<file path="src/rtl/le_init_addr_pipe_pkg.sv">
// Shared turbo-decoder constants and FSM state encoding for the Le init-address snapshot pipe.
// The optional overflow check is enabled by defining LE_INIT_OVF_CHK_EN.
package le_init_addr_pipe_pkg;

   localparam int CMP_COUNTER_WIDTH = 13;
   localparam int WINDOW_WIDTH      = 5;
   localparam int DATA_ADDR_WIDTH   = 24;
   localparam int Q_UP_WIDTH        = 4;
   localparam int LEAD_W            = 8;

   typedef enum logic [1:0] {
      ST_IDLE = 2'd0,
      ST_RUN  = 2'd1,
      ST_DONE = 2'd2
   } le_state_e;

   function automatic int max_int(input int a, input int b);
      return (a > b) ? a : b;
   endfunction

endpackage

</file>
<file path="src/rtl/le_init_snap_chain.sv">
// One channel's snapshot shift chain with a saturating capture counter.
// Output is the oldest stage; valid once DEPTH captures have been taken since the last clear.
module le_init_snap_chain
   import le_init_addr_pipe_pkg::*;
#(
   parameter int DW    = DATA_ADDR_WIDTH,
   parameter int DEPTH = 2
) (
   input  logic          i_clk,
   input  logic          i_rst_n,
   input  logic          i_clr,
   input  logic          i_shift,
   input  logic [DW-1:0] i_data,
   output logic [DW-1:0] o_data,
   output logic          o_vld
);

   localparam int            CW   = $clog2(DEPTH + 1);
   localparam logic [CW-1:0] FULL = CW'(DEPTH);

   logic [DW-1:0] r_stage [DEPTH];
   logic [CW-1:0] r_cnt;

   always_ff @(posedge i_clk or negedge i_rst_n) begin
      if (!i_rst_n) begin
         for (int i = 0; i < DEPTH; i++) r_stage[i] <= '0;
         r_cnt <= '0;
      end else if (i_clr) begin
         for (int i = 0; i < DEPTH; i++) r_stage[i] <= '0;
         r_cnt <= '0;
      end else if (i_shift) begin
         r_stage[0] <= i_data;
         for (int i = 1; i < DEPTH; i++) r_stage[i] <= r_stage[i-1];
         if (r_cnt != FULL) r_cnt <= r_cnt + CW'(1);
      end
   end

   assign o_data = r_stage[DEPTH-1];
   assign o_vld  = (r_cnt == FULL);

endmodule

</file>
<file path="src/rtl/le_init_addr_pipe.sv">
// Window-boundary snapshot of NCH init-address words with start/done FSM and per-channel leads.
// Define LE_INIT_OVF_CHK_EN to build the sticky o_ovf_err address-overflow check.
module le_init_addr_pipe
   import le_init_addr_pipe_pkg::*;
#(
   parameter int                    NCH   = 2,
   parameter int                    DW    = max_int(DATA_ADDR_WIDTH, 24),
   parameter int                    CNT_W = CMP_COUNTER_WIDTH,
   parameter int                    WIN_W = WINDOW_WIDTH,
   parameter int                    Q_W   = Q_UP_WIDTH,
   parameter int                    DEPTH = 2,
   parameter logic [LEAD_W*NCH-1:0] LEADS = {8'd2, 8'd1}
) (
   input  logic               i_clk,
   input  logic               i_rst_n,
   input  logic               i_start,
   input  logic               i_cmp_en,
   input  logic [CNT_W-1:0]   i_cmp_cnt,
   input  logic [WIN_W-1:0]   i_r,
   input  logic [Q_W-1:0]     i_q_up,
   input  logic [CNT_W-1:0]   i_block_size,
   input  logic [NCH*DW-1:0]  i_req,
   output logic [NCH*DW-1:0]  o_init_out,
   output logic [NCH-1:0]     o_init_vld,
   output logic               o_busy,
   output logic               o_done
`ifdef LE_INIT_OVF_CHK_EN
   ,output logic              o_ovf_err
`endif
);

   localparam int CW1 = CNT_W + 1;

   le_state_e        r_state;
   logic             r_busy;
   logic             r_done;
   logic             w_last;
   logic [CW1-1:0]   w_win_end;
   logic [NCH-1:0]   w_shift;

   assign w_last    = i_cmp_en & (i_cmp_cnt == i_block_size - CNT_W'(1));
   // Boundary just past the final full window; suppressed so a short last window is not double-captured.
   assign w_win_end = CW1'(i_q_up) << WIN_W;

   always_ff @(posedge i_clk or negedge i_rst_n) begin
      if (!i_rst_n) begin
         r_state <= ST_IDLE;
         r_busy  <= 1'b0;
         r_done  <= 1'b0;
      end else if (i_start) begin
         r_state <= ST_RUN;
         r_busy  <= 1'b1;
         r_done  <= 1'b0;
      end else begin
         case (r_state)
            ST_RUN: begin
               if (w_last) begin
                  r_state <= ST_DONE;
                  r_busy  <= 1'b0;
                  r_done  <= 1'b1;
               end
            end
            ST_DONE: begin
               r_state <= ST_IDLE;
               r_done  <= 1'b0;
            end
            default: begin
               r_state <= ST_IDLE;
               r_busy  <= 1'b0;
               r_done  <= 1'b0;
            end
         endcase
      end
   end

   assign o_busy = r_busy;
   assign o_done = r_done;

   generate
      for (genvar gi = 0; gi < NCH; gi++) begin : g_ch
         localparam logic [CW1-1:0] LEAD = CW1'(LEADS[LEAD_W*gi +: LEAD_W]);

         logic [CW1-1:0] w_c;
         logic           w_win;
         logic           w_hit_tail;
         logic           w_hit_mid;
         logic           w_trig;

         // Widened by one bit so cmp_cnt+lead and block_size-lead never wrap.
         assign w_c        = {1'b0, i_cmp_cnt} + LEAD;
         assign w_win      = (w_c[WIN_W-1:0] == '0);
         assign w_hit_tail = ({1'b0, i_block_size} >= LEAD) &&
                             ({1'b0, i_cmp_cnt} == ({1'b0, i_block_size} - LEAD));
         assign w_hit_mid  = w_win && (w_c != w_win_end);
         assign w_trig     = r_busy & i_cmp_en &
                             ((i_r == '0) ? w_win : (w_hit_tail | w_hit_mid));
         assign w_shift[gi] = w_trig & ~i_start;

         le_init_snap_chain #(
            .DW    (DW),
            .DEPTH (DEPTH)
         ) u_chain (
            .i_clk   (i_clk),
            .i_rst_n (i_rst_n),
            .i_clr   (i_start),
            .i_shift (w_shift[gi]),
            .i_data  (i_req[gi*DW +: DW]),
            .o_data  (o_init_out[gi*DW +: DW]),
            .o_vld   (o_init_vld[gi])
         );
      end
   endgenerate

`ifdef LE_INIT_OVF_CHK_EN
   logic           r_ovf;
   logic [NCH-1:0] w_ovf_hit;

   generate
      for (genvar gi = 0; gi < NCH; gi++) begin : g_ovf
         assign w_ovf_hit[gi] = w_shift[gi] & (i_req[gi*DW +: CNT_W] >= i_block_size);
      end
   endgenerate

   always_ff @(posedge i_clk or negedge i_rst_n) begin
      if (!i_rst_n)         r_ovf <= 1'b0;
      else if (i_start)     r_ovf <= 1'b0;
      else if (|w_ovf_hit)  r_ovf <= 1'b1;
   end

   assign o_ovf_err = r_ovf;
`endif

endmodule
</file>
<file path="config.mk">
export PLATFORM = sky130hd
export DESIGN_NAME = le_init_addr_pipe
export DESIGN_NICKNAME = d
export VERILOG_FILES = /design/src/rtl/le_init_addr_pipe_pkg.sv /design/src/rtl/le_init_snap_chain.sv /design/src/rtl/le_init_addr_pipe.sv
export SDC_FILE = /design/constraint.sdc
export NUM_CORES = 1
export LEC_CHECK = 0
export ABC_CLOCK_PERIOD_IN_PS = 2500
export CORE_UTILIZATION = 30
export CTS_BUF_LIST = sky130_fd_sc_hd__clkbuf_8
export DETAILED_ROUTE_END_ITERATION = 12
export PLACE_DENSITY_LB_ADDON = 0.3
export SLEW_MARGIN = 20
export SYNTH_ARGS = -nofsm -noshare
export SYNTH_HDL_FRONTEND = slang
export SYNTH_SLANG_ARGS = --single-unit
export TNS_END_PERCENT = 30
</file>
<file path="constraint.sdc">
create_clock -name i_clk -period 2.5 [get_ports i_clk]
set_input_delay 0.25 -clock i_clk [delete_from_list [all_inputs] [get_ports i_clk]]
set_output_delay 0.25 -clock i_clk [all_outputs]
set_load 0.05 [all_outputs]
</file>
==> After elaboration in Yosys (flattened, before gate mapping) <==
Cells that the tools add are included.
{ "word_totals": {"reg_bits": 104, "latchBits": 0, "ram_bits": 0, "rom_bits": 0, "in_bits": 87, "out_inout_bits": 52, "elab_cells": 75, "memories": 0} }
{ "op_classes": {"n_addsub": 7, "multipliers": 0, "div": 0, "order_cmp": 2, "eq_ne": 13, "shift": 0, "n_mux": 21, "bitwise_logic": 9, "reduce_logical": 14} }
{ "op_table": {"columns": ["cell", "n"], "rows": [
  ["$mux 48", 4],
  ["$eq 13x14->1", 2],
  ["$ne 14x9->1", 2],
  ["$mux 2", 9],
  ["$logic_not 5->1", 3],
  ["$add 13x1->14 const B", 1],
  ["$add 13x2->14 const B", 1],
  ["$sub 13x1->14 const B", 1],
  ["$sub 13x2->14 const B", 1],
  ["$eq 13x13->1", 1],
  ["$ge 13x1->1 const B", 1],
  ["$ge 13x2->1 const B", 1],
  ["$sub 13x1->13 const B", 1],
  ["$reduce_bool 2->1", 4],
  ["$mux 1", 7],
  ["$and 1x1->1", 6],
  ["$eq 2x2->1 const B", 3],
  ["$ne 2x2->1 const B", 3],
  ["$reduce_and 2->1", 3],
  ["$add 2x1->2 const B", 2],
  ["$logic_and 1x1->1", 4],
  ["$ne 3x3->1 const B", 1],
  ["$eq 2x1->1 const B", 1],
  ["$or 1x1->1", 2],
  ["2 further kinds", 2]
]} }

==> Depth between registers and ports, before layout <==
Gate-level depths: netlist of run 1.
{ "depth": {"depth_word": 9, "ltp_mapped": 11, "depth_no_buf": 9} }

==> By module <==
A second synthesis of run 1 with hierarchy kept.
{ "hier_totals": {"hier_cells": 596, "area_unflattened_um2": 6037.0} }
{ "modules_own_cells": {"columns": ["module", "n_inst", "cells_per_inst", "area_per_inst_um2", "seq_area_each_um2"], "rows": [
  ["le_init_snap_chain", 2, 191, 2270.9, 1251.2],
  ["le_init_addr_pipe", 1, 214, 1495.2, 75.1]
]} }

==> Least setup slack after synthesis of run 1 <==
Ideal clock, no wire load.
{ "synth_timing": {"path_kind": "input port to flip-flop", "start": "input port i_block_size[1]", "end": "register g_ch[0].u_chain.r_stage, in the netlist g_ch[0].u_chain.o_data[10]", "setup_ns": 0.079, "arrival_time_ns": 2.617, "required_time_ns": 2.421, "setup_slack_ns": -0.196, "path_stages": 10, "n_path_buf": 2, "path_cell_list": "inv_1 > ha_1 > or3b_4 > or4b_4 > a2111oi_4 > nand3_2 > a21oi_2 > buf_6 > buf_12 > mux2i_1"} }
{ "synth_between": {"elab_chain_cells": 8, "word_cells_on_any_way": 9, "classes_between": "add/sub: 1; order compare: 1; eq/ne: 1; mux: 1; bitwise: 3; reduce/logical: 2"} }
{ "synth_lines": {"columns": ["item", "line", "text"], "rows": [
  ["start, declared", "le_init_addr_pipe.sv:21", "input logic [CNT_W-1:0] i_block_size,"],
  ["$sub 13x1->14", "le_init_addr_pipe.sv:93", "({1'b0, i_cmp_cnt} == ({1'b0, i_block_size} - LEAD));"],
  ["$eq 13x14->1", "le_init_addr_pipe.sv:93", null],
  ["$logic_and 1x1->1 *", "le_init_addr_pipe.sv:92", "assign w_hit_tail = ({1'b0, i_block_size} >= LEAD) &&"],
  ["$or 1x1->1 *", "le_init_addr_pipe.sv:96", "((i_r == '0) ? w_win : (w_hit_tail | w_hit_mid));"],
  ["$mux 1 *", "le_init_addr_pipe.sv:96", null],
  ["$and 1x1->1 *", "le_init_addr_pipe.sv:95", "assign w_trig = r_busy & i_cmp_en &"],
  ["$and 1x1->1 *", "le_init_addr_pipe.sv:97", "assign w_shift[gi] = w_trig & ~i_start;"],
  ["$reduce_bool 2->1 (no line) *", null, null],
  ["end, declared", "le_init_snap_chain.sv:21", "logic [DW-1:0] r_stage [DEPTH];"]
]} }
Every way passes the cells marked *; elsewhere a longest branch is shown, timed or not.
A chain may end at the register's enable or synchronous reset.

==> Worst setup path in the final report of run 1 <==
{ "layout_timing": {"start": "input port i_block_size[1]", "end": "register g_ch[0].u_chain.r_stage[44] (netlist name)"} }
Same word-level chain as after synthesis.

==> results of run 1 <==
## cells in the final DEF (no fill, tap or decap), drive strengths merged, types with 3 or more instances in the layout
master / n
buf: 106
clkdlybuf4s50: 118
mux2: 3
nor2b: 5
or3: 6
xnor2: 21
and4: 4
a21oi: 5
ha: 7
a221oi: 3
or4: 4
inv: 12
nand2: 11
mux2i: 99
nand3b: 3
a211oi: 4
dfrtp: 103
o21bai: 3
o21ai: 4
o311ai: 3
nor2: 15
dlymetal6s2s: 4
clkbuf: 14
clkinv: 3
nand2b: 149
nor3: 7
nand3: 15
nand4: 8
nor4: 11
xor2: 15
dlygate4sd2: 9
a31oi: 4
## kinds of logic after synthesis
| family | after synthesis | share of synthesized area [%] |
|---|---|---|
| AO/OA/AOI/OAI | 46 | 5.73 |
| multiplexers | 102 | 15.6 |
| AND/OR/NAND/NOR | 249 | 23.2 |
| flip-flops | 103 | 39.2 |
| buffers and inverters | 104 | 10.1 |
| adder cells (fa/ha/maj) | 7 | 1.33 |
| XOR/XNOR | 36 | 4.80 |
## worst max-delay path: cells and delay by family
family                   cells  cell delay [ps]
AO/OA/AOI/OAI                2              620
AND/OR/NAND/NOR              3             1050
buffers and inverters        4              500
multiplexers                 1              220
adder cells (fa/ha/maj)      1              110
## worst min path at each step
stage                       start                        end  slack (ps)
after floorplan           i_rst_n  g_ch[0].u_chain.o_data[0]         -50
after global routing      i_start   g_ch[1].u_chain.r_cnt[0]         360
final                     i_start   g_ch[1].u_chain.r_cnt[0]         350
after global placement    i_rst_n  g_ch[0].u_chain.o_data[8]         300
after detailed placement  i_rst_n  g_ch[0].u_chain.o_data[8]         310
after CTS                 i_start   g_ch[1].u_chain.r_cnt[0]         300
## routing by layer
metal | vias to the layer above | track usage (%) | wire length, um
li1 | 2485 | - | -
met1 | 2396 | 19.4 | 7360
met2 | 102 | 23.3 | 7530
met3 | 16 | 4.66 | 942
met4 | 2 | 4.29 | 195
met5 | - | 0 | 13
## state kept, by name (all words and copies together) (netlist names)
register,count
g_ch.u_chain.r_stage,48
g_ch.u_chain.r_cnt,4
o_busy,1
g_ch.u_chain.o_data,48
r_state,2
## power breakdown
part / total [mW] / switching [mW] / internal, mW / leakage (nW)
clock network: 1.07 / 0.587 / 0.487 / 0.103
logic: 0.645 / 0.294 / 0.351 / 2.14
registers: 1.67 / 0.00198 / 1.67 / 1.43
total: 3.39 / 0.883 / 2.51 / 3.67
## final cells by class
type / count / area (um^2) / area share, %
multi-input combinational: 440 / 3500 / 38.6
timing repair buffer: 243 / 2370 / 26.2
sequential: 103 / 2580 / 28.5
tap: 275 / 344 / 3.80
clock inverter: 5 / 57.6 / 0.636
clock buffer: 10 / 138 / 1.52
inverter: 11 / 66.3 / 0.732
## per-stage QoR
step | power (mW) | setup WS [ps] | instance area (um^2) | cells
detailed placement | 2.33 | -836 | 8530 | 1058
global placement | 2.33 | -797 | 8530 | 1058
global route | 3.58 | -8.44 | 9050 | 1087
floorplan | 1.98 | -55.4 | 6610 | 647
finish | 3.39 | 38.0 | 9050 | 1087
CTS | 3.46 | 21.5 | 8960 | 1085
## what timing repair did
item / in CTS / in global routing
cloned: 3 / 1
hold endpoints to repair: 41 / 0
hold buffers: 1 / 0
endpoints found under the setup margin: 100 / 97
pin swaps: 10 / 7
gates resized for setup: 45 / 25
buffers inserted: 8 / 2
==> impl_metrics.ini, run 1 <==
[logic_synthesis]
synth_most_common_cell = nand2b_1
syn_area_per_cell_um2 = 10.2
ys_seq_area_share_pct = 39.2
yosys.area.top_type = dfrtp_1
synth_cells = 647
synth-seq-cells = 103
synth_area_leaders = dfrtp_1 (39%), mux2i_1 (15%), nand2b_1 (14%), buf_4 (6.1%), xnor2_1 (2.8%)
synth_top_area_share_pct = 39.2
synthFlopType = dfrtp_1
synth-edff-count = 0
synthArstFlopShare_pct = 100
ys_types = 65
yosys_warnings = 0
synthTopCellsByCount = nand2b_1 (149), dfrtp_1 (103), mux2i_1 (99)
netlist_area_um2 = 6570
synthesis.nets = 741

[worst_setup_path]
crit_arrival_ps = 2750
startpoint = i_block_size[1]
critPathKind = input port to register
crit_fanout = 5
timing.rr.end = g_ch[1].u_chain.r_stage[38]
critPathLaunchType = input port
crit_slowest_cell = or4b_4
worstRegToRegCells = 7
crit_path_frequent_cell = buf_4
cp_cell_sequence = buf_4 > inv_12 > ha_4 > or3b_4 > or4b_4 > a2111oi_4 > nand3_2 > a21oi_4 > buf_12 > buf_4 > mux2i_2
worst_ep_required_time_ps = 2790
cp-end-kind = register
crit_end = g_ch[0].u_chain.r_stage[44]
reg2reg_slack_ps = 570
worstReg2RegStart = o_busy
critPathMaxStageDelay_ps = 510

[sta]
tightestPinTransition_ps = 612
finalHoldViolCount = 0
slew_headroom_pct = 59.2
finalSetupTns_ps = 0
period_needed_ps = 2460
slew_viol_final = 0
skew_ps = 19.1
holdWs_ps = 349
setup_viol = 0
fmax_mhz = 406
finalCritPeriodShare_pct = 98.5

[floorplan]
dieArea_um2 = 22500
rows = 53
die-height_um = 150
initial_core_util_pct = 31.0
die_w_um = 150
io_pins = 139
core_area_um2 = 21200

[route]
ant_nets = 0
drc = 0
drt_iter0_drc = 153
avgRoutedWirePerCell_um = 14.8
via_per_inst = 4.60
wl_um = 16000
vias = 5001
firstDrtPassIters = 4

[layout]
syn_to_final_growth_pct = 37.7
n_fill_cell = 2066
utilization_pct = 42.7
antennaDiodeCount = 0
nNetsFinal = 902
drive_gt1_share_pct = 20.1

[min_path]
holdCritPathClass = input port to register
min_path_cells = 2

[grt]
antenna_found_initial = 1
grt_overflow_total = 0
groute.usage.overall_pct = 14.8
grt_pass1_vias = 4954
grt_pass1_wl_um = 25800
grt_max_degree = 84

[cts]
cts_root_buf = clkbuf_8
cts_tree = yes
path_clk_slew_ps = 90
cts_sinks = 103
ctsHtreeMaxLevel = 3
clkLatencyLatePin_ps = 380
cts_made_buffers = 9
cts_buffer_depth = 2

[place]
routabilityCongestion = 0.860
dp_hpwl_um = 11600
port_buffers = 138

[pwr]
power.leakage_nw = 3.67
p_per_area_nw_per_um2 = 375
peakVddDrop_v = 0.000210

[job]
drv_cap = 0

[run_status]
outcome = finished clean
(Power assumes the default switching activity.)
==> run 2: changes to the inputs <==
- CORE_MARGIN: default -> 2
==> run 2 against run 1 <==
Net effect: the flow now finishes with violations (negative setup slack); worst setup slack worse by 41 ps; via count rose by 0.18%; sequential power hardly changed; sequential cell count did not move; clock power rose by 10%; fmax down 1.7%; utilization shrank 0.81 points; sequential share of layout area down 0.075 points; global-route usage is 0.73 points lower.
==> impl_metrics.ini, run 2 (synthesized netlist as in run 1, its figures left out) <==
[min_path]
holdCritPathClass = input port to asynchronous set/reset pin

[worst_setup_path]
critPathLaunchType = input port
critPathKind = input port to register
worst_ep_required_time_ps = 2760
crit_fanout = 3
crit_arrival_ps = 2760
reg2reg_slack_ps = 560
worstRegToRegCells = 7
worstReg2RegStart = g_ch[1].u_chain.r_cnt[0]
cp-end-kind = register
timing.rr.end = g_ch[1].u_chain.r_cnt[1]

[cts]
cts_root_buf = clkbuf_8
ctsHtreeMaxLevel = 3
cts_buffer_depth = 2
cts_tree = yes
path_clk_slew_ps = 100
cts_made_buffers = 9
clkLatencyLatePin_ps = 380
cts_sinks = 103

[floorplan]
die-height_um = 152
rows = 54
core_area_um2 = 21700
dieArea_um2 = 23100
initial_core_util_pct = 30.3
io_pins = 139
die_w_um = 152

[sta]
slew_viol_final = 0
rsz0062_at_grt = yes
fmax_mhz = 399
slew_headroom_pct = 54.6
finalCritPeriodShare_pct = 100
fin_ws_ps = -3.42
skew_ps = 9.58
tightestPinTransition_ps = 675
period_needed_ps = 2500
setup_viol = 2
finalHoldViolCount = 0

[run_status]
violations = negative setup slack
outcome = complete, but fails checks

[layout]
drive_gt1_share_pct = 21.0
multi_input_area_um2 = 3540
nNetsFinal = 898
instances_no_fill = 1088
n_fill_cell = 2094
antennaDiodeCount = 0
syn_to_final_growth_pct = 38.1
final_common_cell = nand2b_1
regArea_um2 = 2580
mostFrequentLayoutCells = nand2b_1 (149), clkdlybuf4s50_1 (116), dfrtp_1 (103), mux2i_1 (99), buf_4 (85)

[place]
routabilityCongestion = 0.864
place_inst = 1058
port_buffers = 138
dp_hpwl_um = 11800
dp_slack_ps = -859

[pwr]
peakVddDrop_v = 0.000203
p_per_area_nw_per_um2 = 386
power.leakage_nw = 3.65
finalPower_mw = 3.50

[route]
firstDrtPassIters = 4
ant_nets = 0
via_per_inst = 4.60
drc = 0
vias = 5010
avgRoutedWirePerCell_um = 14.9
drt_iter0_drc = 208
wl_um = 16200

[grt]
grt_pass1_vias = 5170
grt_max_degree = 93
grt_pass1_wl_um = 26600
groute.usage.overall_pct = 14.1
antenna_found_initial = 0
grt_overflow_total = 0

[job]
drv_cap = 0
-- run 2: where the power goes --
part / internal, mW / switching [mW]
clock: 0.589 / 0.596
sequential: 1.67 / 0.00190
combinational: 0.349 / 0.297
-- run 2: worst max-delay path by stage --
stage / start / to / slack (ps)
after floorplan: i_block_size[2] / g_ch[0].u_chain.o_data[10] / -60
after global placement: i_block_size[2] / g_ch[0].u_chain.r_cnt[0] / -830
after detailed placement: i_block_size[2] / g_ch[1].u_chain.o_data[12] / -860
after CTS: i_block_size[9] / g_ch[0].u_chain.o_data[6] / 0.7
after global routing: i_block_size[4] / g_ch[0].u_chain.o_data[16] / -80
final: i_block_size[1] / g_ch[0].u_chain.r_cnt[0] / -3
-- run 2: stage by stage --
stage          setup TNS (ps)  hold slack (ps)  area (um^2)  utilization [%]
6_report                -5.57              407         9080             41.9
5_1_grt                 -1160              403         9080             41.9
4_1_cts                     0              397         8940             41.2
3_5_place_dp           -80740              297         8480             39.1
3_3_place_gp           -75400              291         8480             39.1
2_1_floorplan           -1150            -45.6         6610                -
-- run 2: repair_timing --
item / in CTS / in global routing
hold endpoints to repair: 43 / 0
buffers inserted: 9 / 3
hold buffers: 1 / 0
pin swaps: 13 / 13
resized for setup: 58 / 43
setup endpoints to repair: 103 / 97
gates cloned: 2 / 0
-- run 2: layer usage --
metal  global-route usage, %  routed length [um]  share of wire (%)
met5                       0                   0                  0
met4                    3.52                 207                1.3
met3                    3.62                 839                5.2
met2                    22.1                7360                 45
met1                    19.4                7800                 48
-- run 2: cell type report --
type	count	share of cell area, %
clock inverter	5	0.896
inverter	11	0.731
tap	280	3.86
timing repair buffer	239	25.6
sequential	103	28.4
multi-input combinational	440	39.0
clock buffer	10	1.52
-- run 2: critical path, stage by stage --
cell and delay (ps):
buf_12 110, inv_12 40, ha_4 110, or3b_4 380, or4b_4 550, a2111oi_4 390, nand3_2 170, buf_4 180
a211oi_4 230, mux2_1 340
==> run 3: changes to the inputs <==
- CELL_PAD_IN_SITES_DETAIL_PLACEMENT: default -> 0
- CELL_PAD_IN_SITES_GLOBAL_PLACEMENT: default -> 1
- CTS_CLUSTER_SIZE: default -> 8
==> run 3 against run 2 <==
Net effect: the flow now finishes without violations; global-route usage is 1.2 points higher; count of clock-buffer cells in the layout is 1 lower; critical endpoint is now g_ch[0].u_chain.o_data[11]; highest routed layer unchanged; sequential share of layout area is 0.47 points lower; design area is 1.7% higher; critical path depth is 1 higher; clock skew is 5.1 ps higher.
==> impl_metrics.ini, run 3 (synthesized netlist as in run 1, its figures left out) <==
[route]
via_per_inst = 4.69
ant_nets = 0
drc = 0
firstDrtPassIters = 4
vias = 5143
avgRoutedWirePerCell_um = 16.2
drt_iter0_drc = 228
wl_um = 17800

[cts]
cts_root_buf = clkbuf_8
cts_made_buffers = 9
cts_buffer_depth = 2
cts_sinks = 103
cts_tree = yes
clkLatencyLatePin_ps = 390
path_clk_slew_ps = 110
ctsHtreeMaxLevel = 3

[layout]
mostFrequentLayoutCells = nand2b_1 (149), clkdlybuf4s50_1 (118), dfrtp_1 (103), mux2i_1 (97), buf_4 (89)
drive_gt1_share_pct = 21.6
n_fill_cell = 2066
antennaDiodeCount = 0
final_common_cell = nand2b_1
nNetsFinal = 905
syn_to_final_growth_pct = 40.4

[worst_setup_path]
critPathKind = input port to register
crit_slowest_cell = or4b_4
cp_cell_sequence = buf_12 > inv_12 > ha_4 > or3b_4 > or4b_4 > a2111oi_4 > nand3_4 > a21oi_4 > buf_8 > clkbuf_16 > mux2i_1
crit_fanout = 6
critPathMaxStageDelay_ps = 500
critPathLaunchType = input port
worst_ep_required_time_ps = 2810
cp-end-kind = register
crit_arrival_ps = 2770

[sta]
setup_viol = 0
tightestPinTransition_ps = 597
finalCritPeriodShare_pct = 98.3
finalSetupTns_ps = 0
fmax_mhz = 407
fin_ws_ps = 43.4
skew_ps = 14.6
rsz0062_at_grt = yes
period_needed_ps = 2460
slew_viol_final = 0
slew_headroom_pct = 60.2
finalHoldViolCount = 0

[place]
dp_slack_ps = -1080
routabilityCongestion = 0.873
port_buffers = 138
dp_hpwl_um = 12400

[grt]
use_met1_pct = 20.0
grtUsageMet2_pct = 25.0
grt_overflow_total = 0
grt_max_degree = 89
grt_pass1_vias = 5565
antenna_found_initial = 0
grt.busiest_layer = met2
grt_pass1_wl_um = 28800
met3_usage_pct = 3.79
groute.usage.overall_pct = 15.3

[floorplan]
rows = 54
initial_core_util_pct = 30.3
core_area_um2 = 21700
dieArea_um2 = 23100
io_pins = 139
die_w_um = 152
die-height_um = 152

[run_status]
outcome = finished clean

[pwr]
peakVddDrop_v = 0.000262
power.leakage_nw = 3.73
p_per_area_nw_per_um2 = 373

[job]
drv_cap = 0

[min_path]
holdCritPathClass = input port to asynchronous set/reset pin
## run 3: cell types whose count changed in the layout (fill, tap and decap cells not counted), sizes merged, moves of 2 or more
cell / change
inv: +2
buf: +5
dlymetal6s2s: +3
clkdlybuf4s15: -3
clkdlybuf4s50: +2
## run 3: final cells by class
class                   count  area (um^2)  share of cell area, %
multi-input cells         440         3600                   39.0
flip-flops and latches    103         2580                   27.9
repair buffers            246         2430                   26.3
well taps                 280          350                   3.80
clock buffers               9          124                   1.34
clock inverters             7         78.8                  0.854
inverters                  11         66.3                  0.719
## run 3: what timing repair did
| item | in CTS | in global routing |
|---|---|---|
| endpoints found under the setup margin | 103 | 99 |
| buffers inserted | 11 | 4 |
| gates resized for setup | 49 | 50 |
| pin swaps | 10 | 14 |
| endpoints found under the hold margin | 42 | 0 |
| hold buffers | 1 | 0 |
| gates cloned | 4 | 4 |
## run 3: worst paths after layout
path / startpoint / end / slack, ps / cells past startpoint
setup / recovery: i_block_size[2] / g_ch[0].u_chain.o_data[11] / 40 / 11
hold / removal: i_rst_n / g_ch[0].u_chain.r_stage[35] / 390 / 2
setup reg to reg: g_ch[1].u_chain.r_cnt[0] / g_ch[1].u_chain.r_cnt[1] / 580 / 7
hold reg to reg: r_state[1] / r_state[1] / 500 / 1
max in group asynchronous: i_rst_n / g_ch[0].u_chain.r_stage[30] / 1340 / 3
min in group i_clk: i_start / g_ch[1].u_chain.r_cnt[0] / 390 / 2
## run 3: critical path: cells and delay by family
kind / cells / cell delay [ps]
adders and majority gates: 1 / 120
AOI/OAI and AO/OA: 2 / 650
muxes: 1 / 190
and+or+nand+nor: 3 / 1040
buffers and inverters: 4 / 500
## run 3: layer usage
metal / vias to the layer above / part of all wire [%]
met1: 2504 / 46
met5: - / 0
met2: 124 / 48
met3: 18 / 5.2
li1: 2497 / -
met4: 0 / 1.7
## run 3: where the power goes
part / internal [mW] / switching, mW
Sequential: 1.67 / 0.00199
Clock: 0.476 / 0.618
Combinational: 0.364 / 0.316
## run 3: metrics by stage
| step | instance area [um^2] | power [mW] | cells | util (%) | hold slack (ps) |
|---|---|---|---|---|---|
| CTS | 8920 | 3.49 | 1088 | 41.1 | 349 |
| detailed placement | 8420 | 2.33 | 1056 | 38.8 | 295 |
| global route | 9230 | 3.63 | 1096 | 42.6 | 395 |
| global placement | 8420 | 2.32 | 1056 | 38.8 | 279 |
| floorplan | 6610 | 1.98 | 647 | - | -45.6 |
| finish | 9230 | 3.45 | 1096 | 42.6 | 387 |
